--- config.mk ---
export PLATFORM = sky130hd
export DESIGN_NAME = id_ex_pipeline
export DESIGN_NICKNAME = d
export VERILOG_FILES = /design/src/rtl/riscv_pkg.sv /design/src/rtl/hazard_detect.sv /design/src/rtl/id_ex_pipeline.sv
export SDC_FILE = /design/constraint.sdc
export NUM_CORES = 1
export LEC_CHECK = 0
export BUFFER_PORTS_ARGS = -buffer_cell sky130_fd_sc_hd__buf_2
export CAP_MARGIN = 30
export CELL_PAD_IN_SITES_DETAIL_PLACEMENT = 0
export CELL_PAD_IN_SITES_GLOBAL_PLACEMENT = 1
export CORE_MARGIN = 3
export CORE_UTILIZATION = 38
export CTS_CLUSTER_SIZE = 20
export DETAILED_ROUTE_END_ITERATION = 8
export PLACE_DENSITY = 0.9
export SLEW_MARGIN = 10
export SYNTH_ARGS = -nofsm -noshare
export SYNTH_HDL_FRONTEND = slang
export SYNTH_SLANG_ARGS = --single-unit
--- constraint.sdc ---
create_clock -name iClk -period 16.4 [get_ports iClk]
set_input_delay 3.28 -clock iClk [delete_from_list [all_inputs] [get_ports iClk]]
set_output_delay 3.28 -clock iClk [all_outputs]
set_load 0.02 [all_outputs]
--- src/rtl/riscv_pkg.sv ---
// Shared decode/execute types for the RISC-V core.
// Control bundle layout, ALU op encoding and bubble counter width.
package riscv_pkg;

    localparam int BUBBLE_CNT_W = 16;

    typedef enum logic [3:0] {
        ALU_ADD  = 4'h0,
        ALU_SUB  = 4'h1,
        ALU_SLL  = 4'h2,
        ALU_SLT  = 4'h3,
        ALU_SLTU = 4'h4,
        ALU_XOR  = 4'h5,
        ALU_SRL  = 4'h6,
        ALU_SRA  = 4'h7,
        ALU_OR   = 4'h8,
        ALU_AND  = 4'h9,
        ALU_LUI  = 4'hA
    } alu_op_e;

    typedef struct packed {
        logic       reg_write;
        logic       mem_read;
        logic       mem_write;
        logic [3:0] alu_ctrl;
    } ctrl_t;

    localparam ctrl_t CTRL_NOP = '0;

endpackage

--- src/rtl/hazard_detect.sv ---
// Load-use hazard detection between the EX-stage load and decode.
// Purely combinational; suppressed while a flush is in progress.
module hazard_detect
    import riscv_pkg::*;
#(
    parameter int ADDRESS_WIDTH = 5
) (
    input  logic                     iValid,
    input  logic                     iFlush,
    input  logic [ADDRESS_WIDTH-1:0] iRs1,
    input  logic [ADDRESS_WIDTH-1:0] iRs2,
    input  logic                     iExValid,
    input  ctrl_t                    iExCtrl,
    input  logic [ADDRESS_WIDTH-1:0] iExRd,
    output logic                     oLoadUse
);

    logic rd_match;

    assign rd_match = (iExRd != '0) && ((iExRd == iRs1) || (iExRd == iRs2));

    assign oLoadUse = iValid && iExValid && iExCtrl.mem_read
                    && rd_match && !iFlush;

endmodule

--- src/rtl/id_ex_pipeline.sv ---
// ID/EX pipeline register with writeback bypass and load-use bubbles.
// Priority: reset, flush, stall, bubble, capture.
module id_ex_pipeline
    import riscv_pkg::*;
#(
    parameter int DATA_WIDTH    = 32,
    parameter int ADDRESS_WIDTH = 5
) (
    input  logic                     iClk,
    input  logic                     iRst,
    input  logic                     iValid,
    input  logic [DATA_WIDTH-1:0]    iPC,
    input  logic [ADDRESS_WIDTH-1:0] iRs1,
    input  logic [ADDRESS_WIDTH-1:0] iRs2,
    input  logic [ADDRESS_WIDTH-1:0] iRd,
    input  logic [DATA_WIDTH-1:0]    iImm,
    input  ctrl_t                    iCtrl,
    input  logic [DATA_WIDTH-1:0]    iRegData1,
    input  logic [DATA_WIDTH-1:0]    iRegData2,
    input  logic                     iWbWriteEn,
    input  logic [ADDRESS_WIDTH-1:0] iWbAddr,
    input  logic [DATA_WIDTH-1:0]    iWbData,
    input  logic                     iStall,
    input  logic                     iFlush,
    output logic                     oValid,
    output logic [DATA_WIDTH-1:0]    oPC,
    output logic [ADDRESS_WIDTH-1:0] oRs1,
    output logic [ADDRESS_WIDTH-1:0] oRs2,
    output logic [ADDRESS_WIDTH-1:0] oRd,
    output logic [DATA_WIDTH-1:0]    oImm,
    output ctrl_t                    oCtrl,
    output logic [DATA_WIDTH-1:0]    oRs1Data,
    output logic [DATA_WIDTH-1:0]    oRs2Data,
    output logic                     oLoadUseStall,
    output logic [BUBBLE_CNT_W-1:0]  oBubbleCount
);

    logic                     valid_q, valid_d;
    logic [DATA_WIDTH-1:0]    pc_q, pc_d;
    logic [ADDRESS_WIDTH-1:0] rs1_q, rs1_d;
    logic [ADDRESS_WIDTH-1:0] rs2_q, rs2_d;
    logic [ADDRESS_WIDTH-1:0] rd_q, rd_d;
    logic [DATA_WIDTH-1:0]    imm_q, imm_d;
    ctrl_t                    ctrl_q, ctrl_d;
    logic [DATA_WIDTH-1:0]    op1_q, op1_d;
    logic [DATA_WIDTH-1:0]    op2_q, op2_d;
    logic [BUBBLE_CNT_W-1:0]  cnt_q, cnt_d;
    logic                     load_use;

    // x0 always reads zero; otherwise the writeback value wins over the RF.
    function automatic logic [DATA_WIDTH-1:0] bypass(
        input logic [ADDRESS_WIDTH-1:0] rs,
        input logic [DATA_WIDTH-1:0]    rf,
        input logic                     wb_en,
        input logic [ADDRESS_WIDTH-1:0] wb_addr,
        input logic [DATA_WIDTH-1:0]    wb_data
    );
        if (rs == '0)
            return '0;
        if (wb_en && (wb_addr != '0) && (wb_addr == rs))
            return wb_data;
        return rf;
    endfunction

    hazard_detect #(
        .ADDRESS_WIDTH(ADDRESS_WIDTH)
    ) u_hazard (
        .iValid   (iValid),
        .iFlush   (iFlush),
        .iRs1     (iRs1),
        .iRs2     (iRs2),
        .iExValid (valid_q),
        .iExCtrl  (ctrl_q),
        .iExRd    (rd_q),
        .oLoadUse (load_use)
    );

    always_comb begin
        valid_d = valid_q;
        pc_d    = pc_q;
        rs1_d   = rs1_q;
        rs2_d   = rs2_q;
        rd_d    = rd_q;
        imm_d   = imm_q;
        ctrl_d  = ctrl_q;
        op1_d   = op1_q;
        op2_d   = op2_q;
        cnt_d   = cnt_q;
        if (iFlush) begin
            valid_d = 1'b0;
            ctrl_d  = CTRL_NOP;
        end else if (iStall) begin
            valid_d = valid_q;
        end else if (load_use) begin
            valid_d = 1'b0;
            ctrl_d  = CTRL_NOP;
            if (cnt_q != '1)
                cnt_d = cnt_q + BUBBLE_CNT_W'(1);
        end else begin
            valid_d = iValid;
            pc_d    = iPC;
            rs1_d   = iRs1;
            rs2_d   = iRs2;
            rd_d    = iRd;
            imm_d   = iImm;
            ctrl_d  = iValid ? iCtrl : CTRL_NOP;
            op1_d   = bypass(iRs1, iRegData1, iWbWriteEn, iWbAddr, iWbData);
            op2_d   = bypass(iRs2, iRegData2, iWbWriteEn, iWbAddr, iWbData);
        end
    end

    always_ff @(posedge iClk or posedge iRst) begin
        if (iRst) begin
            valid_q <= 1'b0;
            pc_q    <= '0;
            rs1_q   <= '0;
            rs2_q   <= '0;
            rd_q    <= '0;
            imm_q   <= '0;
            ctrl_q  <= CTRL_NOP;
            op1_q   <= '0;
            op2_q   <= '0;
            cnt_q   <= '0;
        end else begin
            valid_q <= valid_d;
            pc_q    <= pc_d;
            rs1_q   <= rs1_d;
            rs2_q   <= rs2_d;
            rd_q    <= rd_d;
            imm_q   <= imm_d;
            ctrl_q  <= ctrl_d;
            op1_q   <= op1_d;
            op2_q   <= op2_d;
            cnt_q   <= cnt_d;
        end
    end

    assign oValid        = valid_q;
    assign oPC           = pc_q;
    assign oRs1          = rs1_q;
    assign oRs2          = rs2_q;
    assign oRd           = rd_q;
    assign oImm          = imm_q;
    assign oCtrl         = ctrl_q;
    assign oRs1Data      = op1_q;
    assign oRs2Data      = op2_q;
    assign oLoadUseStall = load_use;
    assign oBubbleCount  = cnt_q;

endmodule

==> results of run 1 <==
[routing by layer]
metal	GRT usage, %	share of wire, %	wire [um]	vias to the layer above
met2	33.9	50	10700	232
met1	23.3	39	8410	2818
met3	6.55	7.8	1670	37
met4	6.23	2.5	537	2
met5	0	0.061	13	-
li1	-	-	-	2691
[placed cells by master, fill, tap and decap left out, types with 6 or more instances in the layout]
| cell | netlist | final |
|---|---|---|
| a21oi_1 | 7 | 7 |
| buf_2 | 20 | 360 |
| buf_4 | 1 | 6 |
| clkbuf_16 | 0 | 17 |
| dfrtp_1 | 167 | 167 |
| inv_6 | 0 | 7 |
| mux2_2 | 80 | 80 |
| mux2i_1 | 64 | 64 |
| nand2_1 | 11 | 11 |
| nand3_1 | 11 | 11 |
| nand4b_1 | 6 | 6 |
| nor2_1 | 11 | 11 |
| nor3_1 | 10 | 10 |
| o2bb2ai_1 | 64 | 64 |
| xnor2_1 | 14 | 14 |
| xor2_1 | 20 | 20 |
[kinds of logic (layout without fill, tap and decap cells)]
family / Yosys count / in the layout / share of synthesized area (%)
fa+ha+maj: 1 / 1 / 0.172
buf+inv: 35 / 402 / 2.20
simple gates: 72 / 72 / 5.80
compound gates: 79 / 79 / 9.07
xor+xnor: 34 / 34 / 4.10
flops: 167 / 167 / 57.5
mux: 144 / 144 / 21.2
[per-stage QoR]
stage	utilization [%]	area (um^2)
2_1_floorplan	-	7270
3_3_place_gp	50.5	9290
3_5_place_dp	50.5	9290
4_1_cts	53.6	9850
5_1_grt	53.8	9900
6_report	53.8	9900
[path summary, 6_finish.rpt]
path                             start       endpoint  slack (ps)
setup / recovery               iRs2[1]  oLoadUseStall        8840
hold / removal             oRs2Data[0]    oRs2Data[0]         480
setup reg to reg                oRd[1]        oRs2[1]       13700
hold reg to reg            oRs2Data[0]    oRs2Data[0]         480
max in group asynchronous         iRst   oRs2Data[21]       12170
min in group asynchronous         iRst       oImm[20]        2980
[registers in the layout, summed over array words and instances, names as in the netlist]
signal        cells
oRs1Data         32
oRs1              5
oRs2              5
oBubbleCount     16
oValid            1
oRs2Data         32
oCtrl             7
oPC              32
oRd               5
oImm             32
[worst max-delay path, stage by stage]
cell and delay [ps]:
buf_2 140, xnor2_1 150, nand3_1 90, nor3_1 270, o21ai_2 100, nor2_1 90
buf_2 170
[power by group through the flow]
stage | clock network, mW | logic, mW | registers, mW
floorplan | 0 | 0.0748 | 0.559
CTS | 0.397 | 0.242 | 0.490
finish | 0.387 | 0.240 | 0.490
global placement | 0 | 0.239 | 0.494
detailed placement | 0 | 0.242 | 0.497
global route | 0.414 | 0.258 | 0.497
[layout make-up]
type	instances	area share, %
flip-flops and latches	167	42.2
multi-input cells	330	29.9
repair buffers	368	19.1
clock buffers	18	4.44
clock inverters	14	1.28
inverters	2	0.126
well taps	229	2.89
==> metrics, run 1 <==
Hold Path Cell Cnt=1; Resize count post-CTS=0; global-route wire length before repair=31.8 mm; H-tree depth=4; Hold Slack=roughly 480 ps; Vias=~5800; DRC viols=0; clock-pin slew on the worst setup and hold paths=60 ps; die area=about 21000 um^2; RSZ-0062 raised after global routing=false; Reg area=4180 um^2; Fin. Hold Viols=0; Post-synth EDFFs=0; peak fanout along the critical path=4; Top FF cell, synth=dfrtp_1; critical path arrival=4280 ps; # port buffers=360; part of the Yosys area used for sequential elements=around 57%; peak supply drop=0.0665 mV; Critical Setup Path Class=in -> out; Area Growth Syn to Fin=36.2%; synth warn=0; Tmin final=7560 ps; Comb power frac=21.5%; Diodes inserted=0; gr usage total=between 10% and 20%; Core ar.=18400 um^2; Num CTS Buffers=17; clock power share=34.7%; WL/cell=about 19 um; DR iter-0 viols=169; layout cells sized above 1=54.3%; Max Slew Vio Count=0; Gate Count Post-Synth=532; postcts setup bufs=0; post-place setup slack=8810 ps; Final WS setup=between 8000 and 9000 ps; Initial Util=39.5%; status=finished, final reports clean; Design Power=1.12 mW; Site Rows=49; Syn Nets=726; ranking of synthesized cells by area=dfrtp_1 57%, mux2_2 12%, mux2i_1 8.8%, o2bb2ai_1 7.7%, xor2_1 2.4%; skew final=10.8 ps; clock buffer depth=2; vias in the first global route=6027; asr flop ratio synth=100%; synth cell count leaders=167 x dfrtp_1, 80 x mux2_2, 64 x mux2i_1, 64 x o2bb2ai_1; Tcrit/Tclk final=46.1%; die height=144 um; Synth Register Bits=167; detailed-router iteration count before antenna repair=4; Worst Reg-to-Reg Cells=8; root buf cell=clkbuf_16; chip width=144 um; DRT antenna net count=0; Int Pwr=766 uW; count leader, synth=dfrtp_1; Worst slew margin=a little over two fifths; largest net degree at the start of global routing=144; highest clock rate=around 130 MHz; Switching Share=31.4%; Fillers=around 1600; startpoint types=primary input; multi-input logic area=between 2000 and 3000 um^2; Synth top area share=57.5%; clock tree sinks=167; Setup Viol. Count Final=0; Remaining Overflow, GRT=0; IO Pins=361; gpl congestion=0.801; LEAKAGE=about 4.7 nW; synthesized area=just over 7000 um^2; final setup TNS=0 ps; Seq pwr share=a little over two fifths; max_cap viols=0; Placed Cells=1094; final wirelength=21.3 mm; worst hold path type=reg -> reg; Mean Syn Cell Area=13.7 um^2; Post-CTS Hold Buffers=0; Final HPWL DP=approximately 16 mm; CTS tree=done; final net count=1080; largest area contributor in the netlist=dfrtp_1; Vias per Instance=5.12; Worst-Margin Slew=approximately 850 ps; crit path capture type=output port; Psw=between 300 and 400 uW; library cells used by synthesis=38; initial antenna violation count=1; power density cells=113 nW/um^2; Req. time, crit path=13120 ps; Skew-Pair Late Insertion Delay=420 ps; fin cells=1128
No activity file was read; power rests on OpenSTA's default activity.
==> run 2: changes to the inputs <==
CORE_UTILIZATION = 32   (was 38)
PLACE_DENSITY = 0.81   (was 0.9)
clock period = 6.51 ns   (was 16.4 ns; I/O delays follow)
==> run 2 against run 1 <==
Via count is 1.1% lower. Design area increased by 0.75%. Sequential share of layout area decreased by 0.31 points. Clock power rose to 2.6 times the previous value. Die area increased by 18%. Clock skew about the same. Sequential cell count is the same. Register-to-register slack lost 10000 ps.
==> metrics, run 2 (same netlist as run 1, synthesis figures left out) <==
final net count=1080 (unchanged); initial antenna violation count=2 (was 1); gr usage total=16.8% (was 19.7%); max_cap viols=0 (unchanged); Tcrit/Tclk final=about 57%; Area Growth Syn to Fin=37.2% (was 36.2%); LEAKAGE=4.71 nW (was 4.72 nW); Max Slew Vio Count=0 (unchanged); critical path arrival=2390 ps (was 4280 ps); post-place setup slack=2810 ps (was 8810 ps); Initial Util=32.9% (was 39.5%); multi-input logic area=2960 um^2 (unchanged); Critical Setup Path Class=in -> out (unchanged); power density cells=286 nW/um^2 (was 113 nW/um^2); DRT antenna net count=0 (unchanged); final wirelength=21.3 mm (about the same); Final WS setup=2820 ps (was 8840 ps); Req. time, crit path=5210 ps (was 13120 ps); largest net degree at the start of global routing=102 (was 144); fin cells=1179 (was 1128); layout cells sized above 1=54.1% (was 54.3%); crit path from=iRs2[4] (was iRs2[1]); IO Pins=361 (unchanged); worst hold path type=reg -> reg (unchanged); startpoint types=primary input (unchanged); DR iter-0 viols=227 (was 169); vias in the first global route=5914 (was 6027); Site Rows=54 (was 49); gpl congestion=0.804 (was 0.801); detailed-router iteration count before antenna repair=4 (unchanged); clock power share=35.6% (was 34.7%); die height=157 um (was 144 um); Seq pwr share=43.3% (was 43.9%); root buf cell=clkbuf_16 (unchanged); Comb power frac=21.1% (was 21.5%); Remaining Overflow, GRT=0 (unchanged); # port buffers=360 (unchanged); Setup Viol. Count Final=0 (unchanged); Core ar.=22100 um^2 (was 18400 um^2); status=finished, final reports clean (unchanged); Fin. Hold Viols=0 (unchanged); Psw=860 uW (was 351 uW); peak supply drop=0.156 mV (was 0.0665 mV); postcts setup bufs=0 (unchanged); Placed Cells=1147 (was 1094); peak fanout along the critical path=10 (was 4); clock buffer depth=2 (unchanged); die area=24600 um^2 (was 20800 um^2); Final HPWL DP=15.7 mm (was 15.6 mm); Worst-Margin Slew=759 ps (was 850 ps); clock tree sinks=167 (unchanged); Vias=5717 (was 5780); chip width=157 um (was 144 um); Design Power=2.85 mW (was 1.12 mW); most frequent cells in the layout=360 x buf_2, 167 x dfrtp_1, 80 x mux2_2 (unchanged); Switching Share=30.2% (was 31.4%); Fillers=2134 (was 1643); H-tree depth=4 (unchanged); CTS tree=done (unchanged); Hold Slack=480 ps (was 482 ps); clock-pin slew on the worst setup and hold paths=60 ps (about the same); highest clock rate=271 MHz; Skew-Pair Late Insertion Delay=420 ps (about the same); skew final=11.2 ps (was 10.8 ps); Worst slew margin=49.4% (was 43.3%); RSZ-0062 raised after global routing=false (unchanged); Tmin final=3690 ps; most common cell after layout, fill and taps aside=buf_2 (unchanged); Num CTS Buffers=17 (unchanged); crit path capture type=output port (unchanged); hold_sp=oRs1Data[22] (was oRs2Data[0]); Reg area=4180 um^2 (unchanged); WL/cell=18.1 um (was 18.9 um); global-route wire length before repair=32.5 mm (was 31.8 mm); worst r2r src=oRd[4] (was oRd[1]); DRC viols=0 (unchanged); Post-CTS Hold Buffers=0 (unchanged); Int Pwr=1.99 mW (was 766 uW); Resize count post-CTS=0 (unchanged); Vias per Instance=4.85 (was 5.12); final setup TNS=0 ps (unchanged)
## run 2: power groups by stage
stage	logic (mW)	clock network [mW]	registers, mW
2_1_floorplan	0.188	0	1.41
3_3_place_gp	0.607	0	1.25
3_5_place_dp	0.614	0	1.25
4_1_cts	0.614	1.05	1.23
5_1_grt	0.650	1.10	1.25
6_report	0.602	1.02	1.23
## run 2: area by class of cell
class / instances / share of cell area, %
timing repair buffer: 368 / 18.9
antenna: 1 / 0.0251
multi-input combinational: 330 / 29.7
clock buffer: 19 / 4.44
clock inverter: 12 / 1.43
sequential: 167 / 41.9
inverter: 2 / 0.125
tap: 280 / 3.51
## run 2: worst paths after layout
check	to	slack (ps)	cells past startpoint
setup / recovery	oLoadUseStall	2820	7
hold reg to reg	oRs1Data[22]	480	1
setup reg to reg	oPC[28]	3750	8
hold / removal	oRs1Data[22]	480	1
max in group asynchronous	oRs1Data[12]	4430	3
min in group asynchronous	oImm[31]	920	2
## run 2: per-layer routing
metal,wire [um],vias to the layer above,part of all wire (%),GRT usage [%]
li1,-,2678,-,-
met1,8650,2795,41,20.4
met2,10700,217,50,28.9
met3,1520,25,7.2,5.14
met4,426,2,2.0,4.92
met5,13,-,0.061,0
## run 2: metrics by stage
stage	utilization, %	cell area [um^2]
2_1_floorplan	-	7270
3_3_place_gp	42.4	9360
3_5_place_dp	42.5	9390
4_1_cts	45.1	9970
5_1_grt	45.2	9980
6_report	45.2	9980
## run 2: worst max-delay path, cell delays in order
cell	delay, ps
buf_2	130
xnor2_1	150
nand3_1	90
nor3_1	240
o21ai_2	180
nor2_1	120
buf_2	170
==> run 3: changes to the inputs <==
CORE_UTILIZATION = 35   (was 32)
PLACE_DENSITY = 0.84   (was 0.81)
clock period = 3.8 ns   (was 6.51 ns; I/O delays follow)
==> run 3 against run 2 <==
Design area fell by 0.26%. Sequential cell count stayed put. Via count grew 1.2%. Routed wire length is 1.6% higher.
==> metrics, run 3 (same netlist as run 1, synthesis figures left out) <==
peak fanout along the critical path=5 (was 10); WL/cell=18.4 um (was 18.1 um); max_cap viols=0 (unchanged); Fillers=1899 (was 2134); R2R Setup Slk=1400 ps (was 3750 ps); final net count=1081 (was 1080); DRT antenna net count=0 (unchanged); Req. time, crit path=3040 ps (was 5210 ps); post-route cell area=9950 um^2 (was 9980 um^2); Reg area=4180 um^2 (unchanged); global-route wire length before repair=32.8 mm (was 32.5 mm); Tcrit/Tclk final=70.8%; # port buffers=360 (unchanged); Vias per Instance=4.94 (was 4.85); Final HPWL DP=15.9 mm (was 15.7 mm); skew final=14.3 ps (was 11.2 ps); die height=150 um (was 157 um); Worst Reg-to-Reg Cells=7 (was 8); final setup TNS=0 ps (unchanged); DRC viols=0 (unchanged); Seq pwr share=43.8% (was 43.3%); startpoint types=flop (was primary input); vias in the first global route=6041 (was 5914); Int Pwr=3.31 mW (was 1.99 mW); Remaining Overflow, GRT=0 (unchanged); H-tree depth=4 (unchanged); fin cells=1172 (was 1179); crit path cell chain=xnor2_1 > nand3_1 > nor3_1 > o21ai_2 > nor2_1 > buf_2 (was buf_2 > xnor2_1 > nand3_1 > nor3_1 > o21ai_2 > nor2_1 > buf_2); fin util=49.0% (was 45.2%); layout cells sized above 1=54.2% (was 54.1%); gr usage total=18.6% (was 16.8%); final wirelength=21.6 mm (was 21.3 mm); postcts setup bufs=0 (unchanged); placed cell areas=9370 um^2 (was 9390 um^2); gpl congestion=0.787 (was 0.804); Tmin final=2690 ps; DR iter-0 viols=133 (was 227); most frequent cells in the layout=360 x buf_2, 167 x dfrtp_1, 80 x mux2_2 (unchanged); clock buffer depth=2 (unchanged); WP depth=6 (was 7); Placed Cells=1138 (was 1147); Skew-Pair Late Insertion Delay=420 ps (about the same); LEAKAGE=4.71 nW (about the same); post-place setup slack=964 ps (was 2810 ps); Max Slew Vio Count=0 (unchanged); Psw=1.53 mW (was 860 uW); Core ar.=20300 um^2 (was 22100 um^2); most common cell after layout, fill and taps aside=buf_2 (unchanged); power density cells=486 nW/um^2 (was 286 nW/um^2); Initial Util=35.8% (was 32.9%); status=finished, final reports clean (unchanged); multi-input logic area=2960 um^2 (unchanged); Design Power=4.84 mW (was 2.85 mW); RSZ-0062 raised after global routing=false (unchanged); Vias=5784 (was 5717); Critical Setup Path Class=reg -> out (was in -> out); Worst path max stage delay=480 ps (was 240 ps); largest net degree at the start of global routing=168 (was 102); CP bufs+invs=1 (was 2); Resize count post-CTS=0 (unchanged); Num CTS Buffers=17 (unchanged); clock tree sinks=167 (unchanged); crit path capture type=output port (unchanged); worst r2r src=oRd[4] (unchanged); Comb power frac=21.3% (was 21.1%); chip width=150 um (was 157 um); detailed-router iteration count before antenna repair=4 (unchanged); Switching Share=31.6% (was 30.2%); CTS tree=done (unchanged); Worst setup endpoint=oLoadUseStall (unchanged); clock-pin slew on the worst setup and hold paths=70 ps (was 60 ps); Worst slew margin=40.7% (was 49.4%); highest clock rate=372 MHz; IO Pins=361 (unchanged); FF-to-FF End=oRs1Data[14] (was oPC[28]); peak supply drop=0.284 mV (was 0.156 mV); crit path from=oRd[4] (was iRs2[4]); Worst-Margin Slew=889 ps (was 759 ps); Site Rows=52 (was 54); Setup Viol. Count Final=0 (unchanged); critical path arrival=1930 ps (was 2390 ps); Worst path slowest cell=dfrtp_1 (was nor3_1); Area Growth Syn to Fin=36.8% (was 37.2%); die area=22500 um^2 (was 24600 um^2); Post-CTS Hold Buffers=0 (unchanged); worst hold path type=reg -> reg (unchanged); Final WS setup=1110 ps (was 2820 ps); initial antenna violation count=3 (was 2); clock power share=34.9% (was 35.6%); Fin. Hold Viols=0 (unchanged); root buf cell=clkbuf_16 (unchanged); Top delay family on crit path=flip-flops (was simple AND/OR/NAND/NOR gates); Hold Slack=486 ps (was 480 ps)
==> run 3: cell types whose count changed in the layout (fill, tap and decap cells not counted) <==
cell / before / now
buf_12: 0 / 1
clkinv_8: 0 / 1
bufinv_16: 2 / 0
inv_8: 0 / 3
buf_4: 7 / 8
clkinvlp_4: 4 / 2
diode_2: 1 / 2
inv_6: 5 / 6
buf_16: 1 / 0
==> run 3: layout make-up <==
cell class | instances | area share [%]
timing repair buffer | 369 | 18.9
tap | 270 | 3.40
clock inverter | 13 | 1.28
clock buffer | 19 | 4.45
sequential | 167 | 42.0
inverter | 2 | 0.113
antenna | 2 | 0.0503
multi-input combinational | 330 | 29.8
==> run 3: power by group through the flow <==
stage                     Clock (mW)  Combinational (mW)  Sequential (mW)
after floorplan                    0               0.323             2.41
after global placement             0                1.04             2.14
after detailed placement           0                1.05             2.15
after CTS                       1.73                1.05             2.12
after global routing            1.82                1.11             2.15
final                           1.69                1.03             2.12
==> run 3: worst min-delay path by stage <==
| stage | start | end | slack [ps] | cells after the start |
|---|---|---|---|---|
| detailed placement | oRs2Data[6] | oRs2Data[6] | 470 | 1 |
| finish | oRs2Data[16] | oRs2Data[16] | 490 | 1 |
| global placement | oRs2Data[22] | oRs2Data[22] | 470 | 1 |
| floorplan | oBubbleCount[6] | oBubbleCount[6] | 590 | 1 |
| CTS | oRs2Data[6] | oRs2Data[6] | 490 | 1 |
| global route | oRs2Data[5] | oRs2Data[5] | 500 | 1 |
==> run 3: routing by layer <==
layer | vias to the layer above | share of wire [%] | global-route usage [%] | routed length (um)
met5 | - | 0.18 | 0 | 39
met4 | 6 | 1.4 | 5.72 | 312
met3 | 24 | 9.0 | 6.53 | 1950
met2 | 255 | 49 | 31.2 | 10700
met1 | 2807 | 40 | 22.7 | 8650
li1 | 2692 | - | - | -
